## config.mk

```make
export PLATFORM = sky130hd
export DESIGN_NAME = addersub_result_stage
export DESIGN_NICKNAME = d
export VERILOG_FILES = /design/src/rtl/addersub_result_stage.sv
export SDC_FILE = /design/constraint.sdc
export NUM_CORES = 1
export LEC_CHECK = 0
export ABC_CLOCK_PERIOD_IN_PS = 3700
export CAP_MARGIN = 25
export CELL_PAD_IN_SITES_DETAIL_PLACEMENT = 1
export CELL_PAD_IN_SITES_GLOBAL_PLACEMENT = 2
export CORE_ASPECT_RATIO = 1.5
export CORE_MARGIN = 5
export CORE_UTILIZATION = 29
export DETAILED_ROUTE_END_ITERATION = 12
export PLACE_DENSITY_LB_ADDON = 0.2
export SYNTH_ARGS = -nofsm -noshare
export SYNTH_HDL_FRONTEND = slang
export SYNTH_SLANG_ARGS = --single-unit
export TNS_END_PERCENT = 1
```

## constraint.sdc

```tcl
create_clock -name clk -period 3.7 [get_ports clk]
set_input_delay 0.74 -clock clk [delete_from_list [all_inputs] [get_ports clk]]
set_output_delay 0.74 -clock clk [all_outputs]
set_load 0.01 [all_outputs]
```

## src/rtl/addersub_result_stage.sv

```systemverilog
// Result stage after the add/sub/SLT unit: forms the writeback word and holds it in a
// 2-entry skid buffer (head + skid). Optional overflow trap enabled by ADDERSUB_OVF_TRAP_EN.
module addersub_result_stage #(
    parameter int DATA_WIDTH = 32,
    parameter int REG_BITS   = 5
) (
    input  logic                  clk,
    input  logic                  reset,
    input  logic                  in_valid,
    output logic                  in_ready,
    input  logic [2:0]            in_op,
    input  logic [DATA_WIDTH-1:0] in_result,
    input  logic                  in_result_slt,
    input  logic [REG_BITS-1:0]   in_dst,
    input  logic                  in_opA_msb,
    input  logic                  in_opB_msb,
    input  logic                  squash,
    input  logic                  out_stall,
    output logic                  out_valid,
    output logic [DATA_WIDTH-1:0] out_data,
    output logic [REG_BITS-1:0]   out_dst,
    output logic                  out_we,
    output logic                  out_ovf,
    output logic                  fwd_valid,
    output logic [REG_BITS-1:0]   fwd_dst,
    output logic [DATA_WIDTH-1:0] fwd_data
);

    typedef enum logic [1:0] {
        EMPTY = 2'd0,
        ONE   = 2'd1,
        FULL  = 2'd2
    } state_t;

    state_t                state_reg, state_next;

    logic [DATA_WIDTH-1:0] head_data_reg, head_data_next;
    logic [REG_BITS-1:0]   head_dst_reg,  head_dst_next;
    logic                  head_we_reg,   head_we_next;
    logic                  head_ovf_reg,  head_ovf_next;

    logic [DATA_WIDTH-1:0] skid_data_reg, skid_data_next;
    logic [REG_BITS-1:0]   skid_dst_reg,  skid_dst_next;
    logic                  skid_we_reg,   skid_we_next;
    logic                  skid_ovf_reg,  skid_ovf_next;

    logic [DATA_WIDTH-1:0] cap_data;
    logic                  cap_we;
    logic                  cap_ovf;
    logic                  accept;
    logic                  pop;

    // SLT-class ops write the compare bit zero-extended; everything else writes the sum.
    assign cap_data = in_op[2] ? {{(DATA_WIDTH-1){1'b0}}, in_result_slt} : in_result;

`ifdef ADDERSUB_OVF_TRAP_EN
    logic is_add;
    logic is_sub;
    logic res_msb;

    assign is_add  = (in_op == 3'd3);
    assign is_sub  = (in_op == 3'd2);
    assign res_msb = in_result[DATA_WIDTH-1];
    assign cap_ovf = (is_add && (in_opA_msb == in_opB_msb) && (res_msb != in_opA_msb)) ||
                     (is_sub && (in_opA_msb != in_opB_msb) && (res_msb != in_opA_msb));
`else
    logic unused_inputs;

    assign unused_inputs = ^{in_opA_msb, in_opB_msb, in_op[1:0]};
    assign cap_ovf       = 1'b0;
`endif

    // A trapping result must not reach the register file.
    assign cap_we = (in_dst != '0) && !cap_ovf;

    // Ready depends only on registered occupancy so no combinational path from out_stall.
    assign in_ready  = (state_reg != FULL);
    assign out_valid = (state_reg != EMPTY);
    assign accept    = in_valid && in_ready;
    assign pop       = out_valid && !out_stall;

    always_comb begin
        state_next     = state_reg;
        head_data_next = head_data_reg;
        head_dst_next  = head_dst_reg;
        head_we_next   = head_we_reg;
        head_ovf_next  = head_ovf_reg;
        skid_data_next = skid_data_reg;
        skid_dst_next  = skid_dst_reg;
        skid_we_next   = skid_we_reg;
        skid_ovf_next  = skid_ovf_reg;

        if (squash) begin
            state_next = EMPTY;
        end else begin
            case (state_reg)
                EMPTY: begin
                    if (accept) begin
                        head_data_next = cap_data;
                        head_dst_next  = in_dst;
                        head_we_next   = cap_we;
                        head_ovf_next  = cap_ovf;
                        state_next     = ONE;
                    end
                end
                ONE: begin
                    if (accept && pop) begin
                        head_data_next = cap_data;
                        head_dst_next  = in_dst;
                        head_we_next   = cap_we;
                        head_ovf_next  = cap_ovf;
                    end else if (accept) begin
                        skid_data_next = cap_data;
                        skid_dst_next  = in_dst;
                        skid_we_next   = cap_we;
                        skid_ovf_next  = cap_ovf;
                        state_next     = FULL;
                    end else if (pop) begin
                        state_next = EMPTY;
                    end
                end
                FULL: begin
                    // Upstream is blocked here, so only a pop can change anything.
                    if (pop) begin
                        head_data_next = skid_data_reg;
                        head_dst_next  = skid_dst_reg;
                        head_we_next   = skid_we_reg;
                        head_ovf_next  = skid_ovf_reg;
                        state_next     = ONE;
                    end
                end
                default: begin
                    state_next = EMPTY;
                end
            endcase
        end
    end

    always_ff @(posedge clk or posedge reset) begin
        if (reset) begin
            state_reg     <= EMPTY;
            head_data_reg <= '0;
            head_dst_reg  <= '0;
            head_we_reg   <= 1'b0;
            head_ovf_reg  <= 1'b0;
            skid_data_reg <= '0;
            skid_dst_reg  <= '0;
            skid_we_reg   <= 1'b0;
            skid_ovf_reg  <= 1'b0;
        end else begin
            state_reg     <= state_next;
            head_data_reg <= head_data_next;
            head_dst_reg  <= head_dst_next;
            head_we_reg   <= head_we_next;
            head_ovf_reg  <= head_ovf_next;
            skid_data_reg <= skid_data_next;
            skid_dst_reg  <= skid_dst_next;
            skid_we_reg   <= skid_we_next;
            skid_ovf_reg  <= skid_ovf_next;
        end
    end

    assign out_data  = head_data_reg;
    assign out_dst   = head_dst_reg;
    assign out_we    = head_we_reg;
    assign out_ovf   = head_ovf_reg;
    assign fwd_valid = out_valid && head_we_reg;
    assign fwd_dst   = head_dst_reg;
    assign fwd_data  = head_data_reg;

endmodule

```

* Word level (Yosys, flattened, before mapping) *
Cells that the tools add are included.

word-level totals
  register bits after elaboration = 79
  latch bits = 0
  RAM bits = 0
  bits in read-only memories = 0
  input bits = 48
  output and inout bits = 79
  word-level logic and storage cells = 56
  memories kept = 0

operators by class
  $add $sub $neg = 0
  multiply operators = 0
  div/mod/pow operators = 0
  magnitude comparators = 0
  equality and inequality tests = 10
  shift operators = 0
  mux-type cells = 24
  bitwise operators = 2
  reduce and logical (&&, ||, !) cells = 12

operator list
  operator                                                          count
  32-bit two-way mux                                                4
  32-bit case mux with 3 select lines                               1
  5-bit two-way mux                                                 3
  5-bit case mux with 3 select lines                                1
  2-bit two-way mux                                                 6
  3-bit != test (second input constant)                             3
  2-bit != test (second input constant)                             4
  4-bit AND reduction                                               2
  1-bit two-way mux                                                 6
  1-bit case mux with 3 select lines                                2
  2-bit case mux with 3 select lines                                1
  5-bit AND reduction                                               1
  5-bit nonzero test                                                1
  1-bit logical AND                                                 4
  4-bit != test (second input constant)                             1
  3-bit nonzero test                                                1
  2-bit by 1-bit == test with 1-bit output (second input constant)  1
  2-bit == test (second input constant)                             1
  2-bit logical NOT                                                 1
  1-bit inverter                                                    2
  2-bit nonzero test                                                1
  1-bit logical NOT                                                 1

* Depth between registers and ports, before layout *
Gate-level depths: netlist (run 1).

  depth in word-level cells = 7
  mapped depth = 6
  gate-level depth less buffers = 5

* Worst setup path before layout (run 1) *
No wires, ideal clock.

  path type = input port to flip-flop
  start point = input port in_valid
  end point = register head_data_reg[0] (netlist: fwd_data[0])
  setup time = 0.125 ns
  data arrival time = 1.859 ns
  required time = 3.575 ns
  path slack = 1.716 ns
  cell stages on the path = 6
  buffers on the path = 2
  cell sequence = nor2b_2 a22oi_1 nor2_1 buf_2 buf_2 mux2_2

on the way
  cells in the longest elaborated chain, start to end = 4
  elaborated cells on any way between the ends = 5
  those cells by class = eq/ne: 2; reduce/logical: 3

ends and longest elaborated chain
  item                               RTL line  text
  start: declaration                 9         input logic in_valid,
  1-bit logical AND (*)              79        assign accept = in_valid && in_ready;
  1-bit logical AND                  107       if (accept && pop) begin
  2-bit != test (no line)            --
  5-bit AND reduction (no line) (*)  --
  end signal: assignment             152       head_data_reg <= head_data_next;
  end: declaration                   37        logic [DATA_WIDTH-1:0] head_data_reg, head_data_next;

Every way passes the cells marked *; elsewhere a longest branch is shown, timed or not.
A chain may end at the register's enable or synchronous reset.

* Worst setup path in the final report (run 1) *
  start point = input port in_valid
  end point = register skid_data_reg[17]

on the way
  cells in the longest elaborated chain, start to end = 4

ends and longest elaborated chain
  item                               RTL line  text
  1-bit logical AND (*)              79
  1-bit logical AND                  107
  1-bit inverter (no line)           --
  4-bit AND reduction (no line) (*)  --
  end signal: assignment             156       skid_data_reg <= skid_data_next;
  end: declaration                   42        logic [DATA_WIDTH-1:0] skid_data_reg, skid_data_next;

Marked as above.

==> out/results.tsv, run 1 <==
stage	metric	value	unit
outcome	status	finished clean	
floorplan	coreArea	12890	um^2
synthesis	synth_seq_area_share	0.5142	
finish	drive_gt1_frac	0.1527	
floorplan	rows	51	
job	cap_violations	0	
clock_tree	insertion_delay	0.33	ns
synthesis	ys_types	25	
clock_tree	clk_root_buffer_cell	clkbuf_16	
synthesis	synth_commonest_cells	nand2_1, dfrtp_1, o21ai_0	
power_and_ir_drop	total_power	2.706	mW
timing	rsz0062_at_grt	false	
detailed_routing	drt_pass1_iterations	4	
worst_setup_path	crit_chain	clkdlybuf4s50_1 -> nor2b_2 -> or3b_2 -> buf_4 -> nand2_1 -> o21ai_0	
worst_setup_path	cpLargestDelayFamily	simple AND/OR/NAND/NOR gates	
worst_setup_path	max_stage_delay	0.78	ns
worst_setup_path	cp-start-kind	primary input	
worst_setup_path	ff2ff_setup_slack	1.58	ns
timing	min_period	2.593	ns
global_route	antenna_found_initial	0	
timing	period_share	0.7008	
synthesis	yosysMostFrequentCell	nand2_1	
power_and_ir_drop	p_int	2.018	mW
timing	relSlewSlack	0.4407	
synthesis	synth_top_area_share	0.5142	
clock_tree	clock-sinks	78	
worst_setup_path	r2r-start	state_reg[1]	
clock_tree	h-tree-depth	3	
floorplan	boundaryPins	127	
timing	hold_viol	0	
worst_setup_path	path_depth	6	
synthesis	synth-edff-count	0	
timing	skew	0.007474	ns
detailed_routing	wire_per_inst	15.22	um
synthesis	avgSynthCellArea	9.938	um^2
detailed_routing	viasPerCell	4.545	
power_and_ir_drop	p_seq_frac	0.411	
synthesis	syn_nets	430	
timing	slew_viol_final	0	
power_and_ir_drop	p_sw_frac	0.2544	
power_and_ir_drop	clkPwrFrac	0.349	
synthesis	ys_ff_latch	78	
detailed_routing	drc_errors	0	
worst_setup_path	cp-endpoint	skid_data_reg[17]	
detailed_routing	ant_nets	0	
clock_tree	cts.clk_slew.worst_paths	0.06	ns
placed_design	gp_congestion	0.6849	
global_route	grt_pass1_vias	3049	
worst_setup_path	path_class	primary input to flop	
timing	tns	0	ns
timing	setup_viol	0	
synthesis	synth_area_leaders	dfrtp_1, mux2_2, o21ai_0, nand2_1, buf_4	
synthesis	yosysWarnings	0	
clock_tree	cts_hold_buf	0	
floorplan	fp.dieW	103.4	um
worst_setup_path	r2r-end	skid_data_reg[17]	
clock_tree	cts_tree	yes	
global_route	overflow	0	
power_and_ir_drop	p_per_area	519.9	nW/um^2
global_route	gr-usage-met2	0.2235	
worst_setup_path	r2r.worst_path.cells	5	
floorplan	start_util	0.2945	
synthesis	synth.cell_area	3796	um^2
placed_design	place_hpwl	6.614	mm
finish	area_growth	37.11	%
clock_tree	cts_buffer_depth	2	
hold_path	holdCritPathClass	flop to flop	
synthesis	synthArstFlopShare	1.000	
detailed_routing	vias	2836	
timing	tightest_slew	0.8380	ns
floorplan	die_area	15530	um^2
worst_setup_path	critPathMaxFanout	38	
synthesis	synthCells	382	
timing	fmax	385.6	MHz
global_route	grt_usage	0.1279	
global_route	use_met3	0.01715	
worst_setup_path	crit_buf_inv	2	
finish	antenna_cells	0	
global_route	grt_pass1_wl	15.29	mm
power_and_ir_drop	combinationalPowerShare	0.240	
worst_setup_path	worstSetupEndpointType	flop	
global_route	grt_max_degree	71	
worst_setup_path	cp.arrival	2.79	ns
finish	n_fill_cell	1433	
worst_setup_path	slowest_stage	or3b_2	
clock_tree	postCtsSetupRepairBufs	0	
worst_setup_path	worstSetupStartpoint	in_valid	
global_route	grt.met1_usage	0.1523	
global_route	busiest_layer	met2	
finish	fin_nets	508	
synthesis	yosysTopAreaCell	dfrtp_1	
floorplan	die_h	150.1	um
clock_tree	postCtsResizedCells	0	
power_and_ir_drop	ir_worst_vdd	244.6	uV
placed_design	io_buffers	121	
power_and_ir_drop	power_switching	0.6883	mW
power_and_ir_drop	p_leak	2.206	nW
worst_setup_path	cp.required	3.89	ns
clock_tree	cts_buffers	9	
detailed_routing	finalWirelength	9.500	mm
synthesis	synthFlopType	dfrtp_1	
detailed_routing	drt_iter0_drc	67	
## cells in the final DEF (no fill, tap or decap), types with 2 or more instances in the layout
master           instances
clkinv_2                 3
mux2_4                   4
bufinv_16                2
clkbuf_1                 2
dfrtp_1                 78
nand2b_1                31
mux2_2                  40
buf_4                    7
o21ai_0                 65
nor2_1                   4
clkbuf_16                9
a21oi_1                  3
nand2_1                 81
clkdlybuf4s50_1        121
## layout make-up
cell class	count	area [um^2]	area share
clock buffers	12	246.5	0.04736
clock inverters	4	70.07	0.01346
inverters	3	12.51	0.002404
multi-input cells	240	1461	0.2808
flip-flops and latches	78	1952	0.3750
well taps	159	198.9	0.03822
repair buffers	128	1264	0.2428
## worst register-to-register path, stage by stage, from the launching register on
cell and delay (ns):
dfrtp_1 0.44, nor2b_2 0.20, or3b_2 0.78, buf_4 0.39, nand2_1 0.10, o21ai_0 0.08
## through the flow
| stage | cells | hold WS [ns] | setup slack (ns) | util | cell area (um^2) |
|---|---|---|---|---|---|
| floorplan | 382 | 0.4497 | 0.9650 | - | 3796 |
| global placement | 608 | 0.4617 | 0.7678 | 0.3792 | 4888 |
| detailed placement | 608 | 0.4711 | 0.7033 | 0.3792 | 4888 |
| CTS | 624 | 0.4840 | 1.071 | 0.4038 | 5205 |
| global route | 624 | 0.5064 | 0.9109 | 0.4038 | 5205 |
| finish | 624 | 0.4822 | 1.107 | 0.4038 | 5205 |
## routing by layer
| layer | part of all wire | vias to the layer above | wire length, um |
|---|---|---|---|
| met5 | 0 | - | 0 |
| met4 | 0.020 | 0 | 190 |
| met2 | 0.53 | 66 | 5004 |
| met1 | 0.42 | 1384 | 3947 |
| li1 | - | 1375 | - |
| met3 | 0.038 | 11 | 357 |
## cell families (layout without fill, tap and decap cells)
family          after synthesis  count (layout)  share of synthesized area
simple gates                124             124                     0.1490
flops                        78              78                     0.5142
compound gates               70              70                    0.09393
buf+inv                      64             147                     0.1048
mux                          45              45                     0.1371
other cells                   1               1                  0.0009878
## worst min path at each step
stage                         to  cells past startpoint              start
5_1_grt        skid_data_reg[13]                      2  skid_data_reg[13]
3_3_place_gp    skid_data_reg[6]                      2   skid_data_reg[6]
4_1_cts         skid_data_reg[7]                      2   skid_data_reg[7]
6_report       skid_data_reg[31]                      2  skid_data_reg[31]
2_1_floorplan   skid_data_reg[0]                      2   skid_data_reg[0]
3_5_place_dp    skid_data_reg[7]                      2   skid_data_reg[7]
## power by group through the flow
stage	logic (mW)	clock network [mW]	registers [mW]
6_report	0.649	0.945	1.11
5_1_grt	0.707	1.01	1.14
4_1_cts	0.666	0.982	1.12
3_5_place_dp	0.664	0	1.13
3_3_place_gp	0.653	0	1.12
2_1_floorplan	0.340	0	1.14
Power figures use the tool's default switching activity.
==> inputs of run 2 (changes only) <==
ABC_CLOCK_PERIOD_IN_PS = 2400   (was 3700)
CORE_UTILIZATION = 27   (was 29)
clock period = 2.4 ns   (was 3.7 ns; I/O delays follow)
==> out/results.tsv, run 2 (synthesized netlist as in run 1, its figures left out) <==
stage	metric	value	unit
finish	n_fill_cell	1570	
worst_setup_path	path_class	flop to output pin	
finish	fin_util	0.3830	
timing	fmax	449.4	MHz
timing	skew	0.009072	ns
worst_setup_path	worstSetupEndpointType	output pin	
worst_setup_path	critPathMaxFanout	8	
clock_tree	h-tree-depth	3	
clock_tree	postCtsSetupRepairBufs	0	
detailed_routing	drt_pass1_iterations	4	
finish	antenna_cells	0	
global_route	grt_usage	0.1202	
global_route	overflow	0	
clock_tree	insertion_delay	0.33	ns
clock_tree	postCtsResizedCells	0	
timing	setup_viol	0	
clock_tree	cts_tree	yes	
outcome	status	finished clean	
timing	hold_viol	0	
detailed_routing	drt_iter0_drc	67	
placed_design	io_buffers	121	
power_and_ir_drop	p_per_area	817.0	nW/um^2
finish	fin_area	5334	um^2
clock_tree	cts_hold_buf	0	
worst_setup_path	cp.arrival	1.74	ns
worst_setup_path	cp.required	1.92	ns
detailed_routing	drc_errors	0	
floorplan	coreArea	13930	um^2
power_and_ir_drop	ir_worst_vdd	287.9	uV
placed_design	dpl_cell_area	4976	um^2
detailed_routing	viasPerCell	4.617	
clock_tree	cts_buffers	9	
hold_path	holdCritPathClass	flop to flop	
global_route	grt_max_degree	79	
timing	tightest_slew	0.6648	ns
placed_design	place_hpwl	6.428	mm
timing	tns	0	ns
job	cap_violations	0	
global_route	grt_pass1_vias	3197	
floorplan	die_area	16580	um^2
power_and_ir_drop	p_leak	2.245	nW
floorplan	rows	53	
finish	drive_gt1_frac	0.1606	
global_route	antenna_found_initial	0	
timing	period_share	0.9271	
floorplan	die_h	155.2	um
finish	fin_nets	510	
finish	area_growth	40.51	%
clock_tree	clock-sinks	78	
worst_setup_path	cp-start-kind	flop	
detailed_routing	ant_nets	0	
timing	slew_viol_final	0	
worst_setup_path	ff2ff_setup_slack	0.56	ns
detailed_routing	finalWirelength	9.604	mm
clock_tree	cts_buffer_depth	2	
finish	final_common_cell	clkdlybuf4s50_1	
timing	rsz0062_at_grt	false	
placed_design	gp_congestion	0.6984	
timing	min_period	2.225	ns
finish	final_cell_mix	clkdlybuf4s50_1, nand2_1, dfrtp_1, o21ai_0, mux2_2	
clock_tree	cts.clk_slew.worst_paths	0.06	ns
detailed_routing	vias	2918	
timing	relSlewSlack	0.5568	
floorplan	boundaryPins	127	
floorplan	start_util	0.2726	
clock_tree	clk_root_buffer_cell	clkbuf_16	
floorplan	fp.dieW	106.8	um
global_route	grt_pass1_wl	16.01	mm
detailed_routing	wire_per_inst	15.20	um
-- run 2: stage by stage --
stage | power (mW) | setup WS (ns) | hold WS [ns] | std cells
5_1_grt | 4.584 | 0.05234 | 0.5020 | 632
3_3_place_gp | 2.749 | 0.1629 | 0.4615 | 616
2_1_floorplan | 2.279 | 0.6760 | 0.4497 | 382
6_report | 4.358 | 0.1750 | 0.4815 | 632
3_5_place_dp | 2.785 | 0.1253 | 0.4704 | 616
4_1_cts | 4.453 | 0.1417 | 0.4855 | 632
-- run 2: area by class of cell --
cell class | count | area [um^2] | area share
Clock inverter | 5 | 105.1 | 0.01970
Multi-Input combinational cell | 240 | 1461 | 0.2740
Inverter | 3 | 15.01 | 0.002815
Clock buffer | 11 | 252.7 | 0.04738
Tap cell | 165 | 206.4 | 0.03871
Timing Repair Buffer | 130 | 1341 | 0.2515
Sequential cell | 78 | 1952 | 0.3659
-- run 2: path summary, 6_finish.rpt --
path                                         from  cells after the start           endpoint
min in group asynchronous                   reset                      3       fwd_data[24]
worst max-delay path                 state_reg[1]                      3           in_ready
worst min register to register  skid_data_reg[17]                      2  skid_data_reg[17]
max in group asynchronous                   reset                      3       fwd_data[18]
worst max register to register       state_reg[1]                      4       fwd_data[31]
worst min-delay path            skid_data_reg[17]                      2  skid_data_reg[17]
-- run 2: worst max-delay path, stage by stage (launching register included) --
cell             delay [ns]
dfrtp_1                0.44
nor2b_4                0.19
clkinv_1               0.22
clkdlybuf4s50_1        0.56
-- run 2: power by group --
| part | switching, mW | internal (mW) | total [mW] |
|---|---|---|---|
| logic | 0.391 | 0.630 | 1.02 |
| clock network | 0.554 | 1.07 | 1.63 |
| registers | 0.153 | 1.56 | 1.71 |
-- run 2: routing by layer --
metal | up-vias | wire, um | GRT usage
li1 | 1376 | - | -
met1 | 1468 | 3905 | 0.1385
met2 | 64 | 5144 | 0.2165
met3 | 10 | 362 | 0.01993
met4 | 0 | 191 | 0.05302
met5 | - | 0 | 0
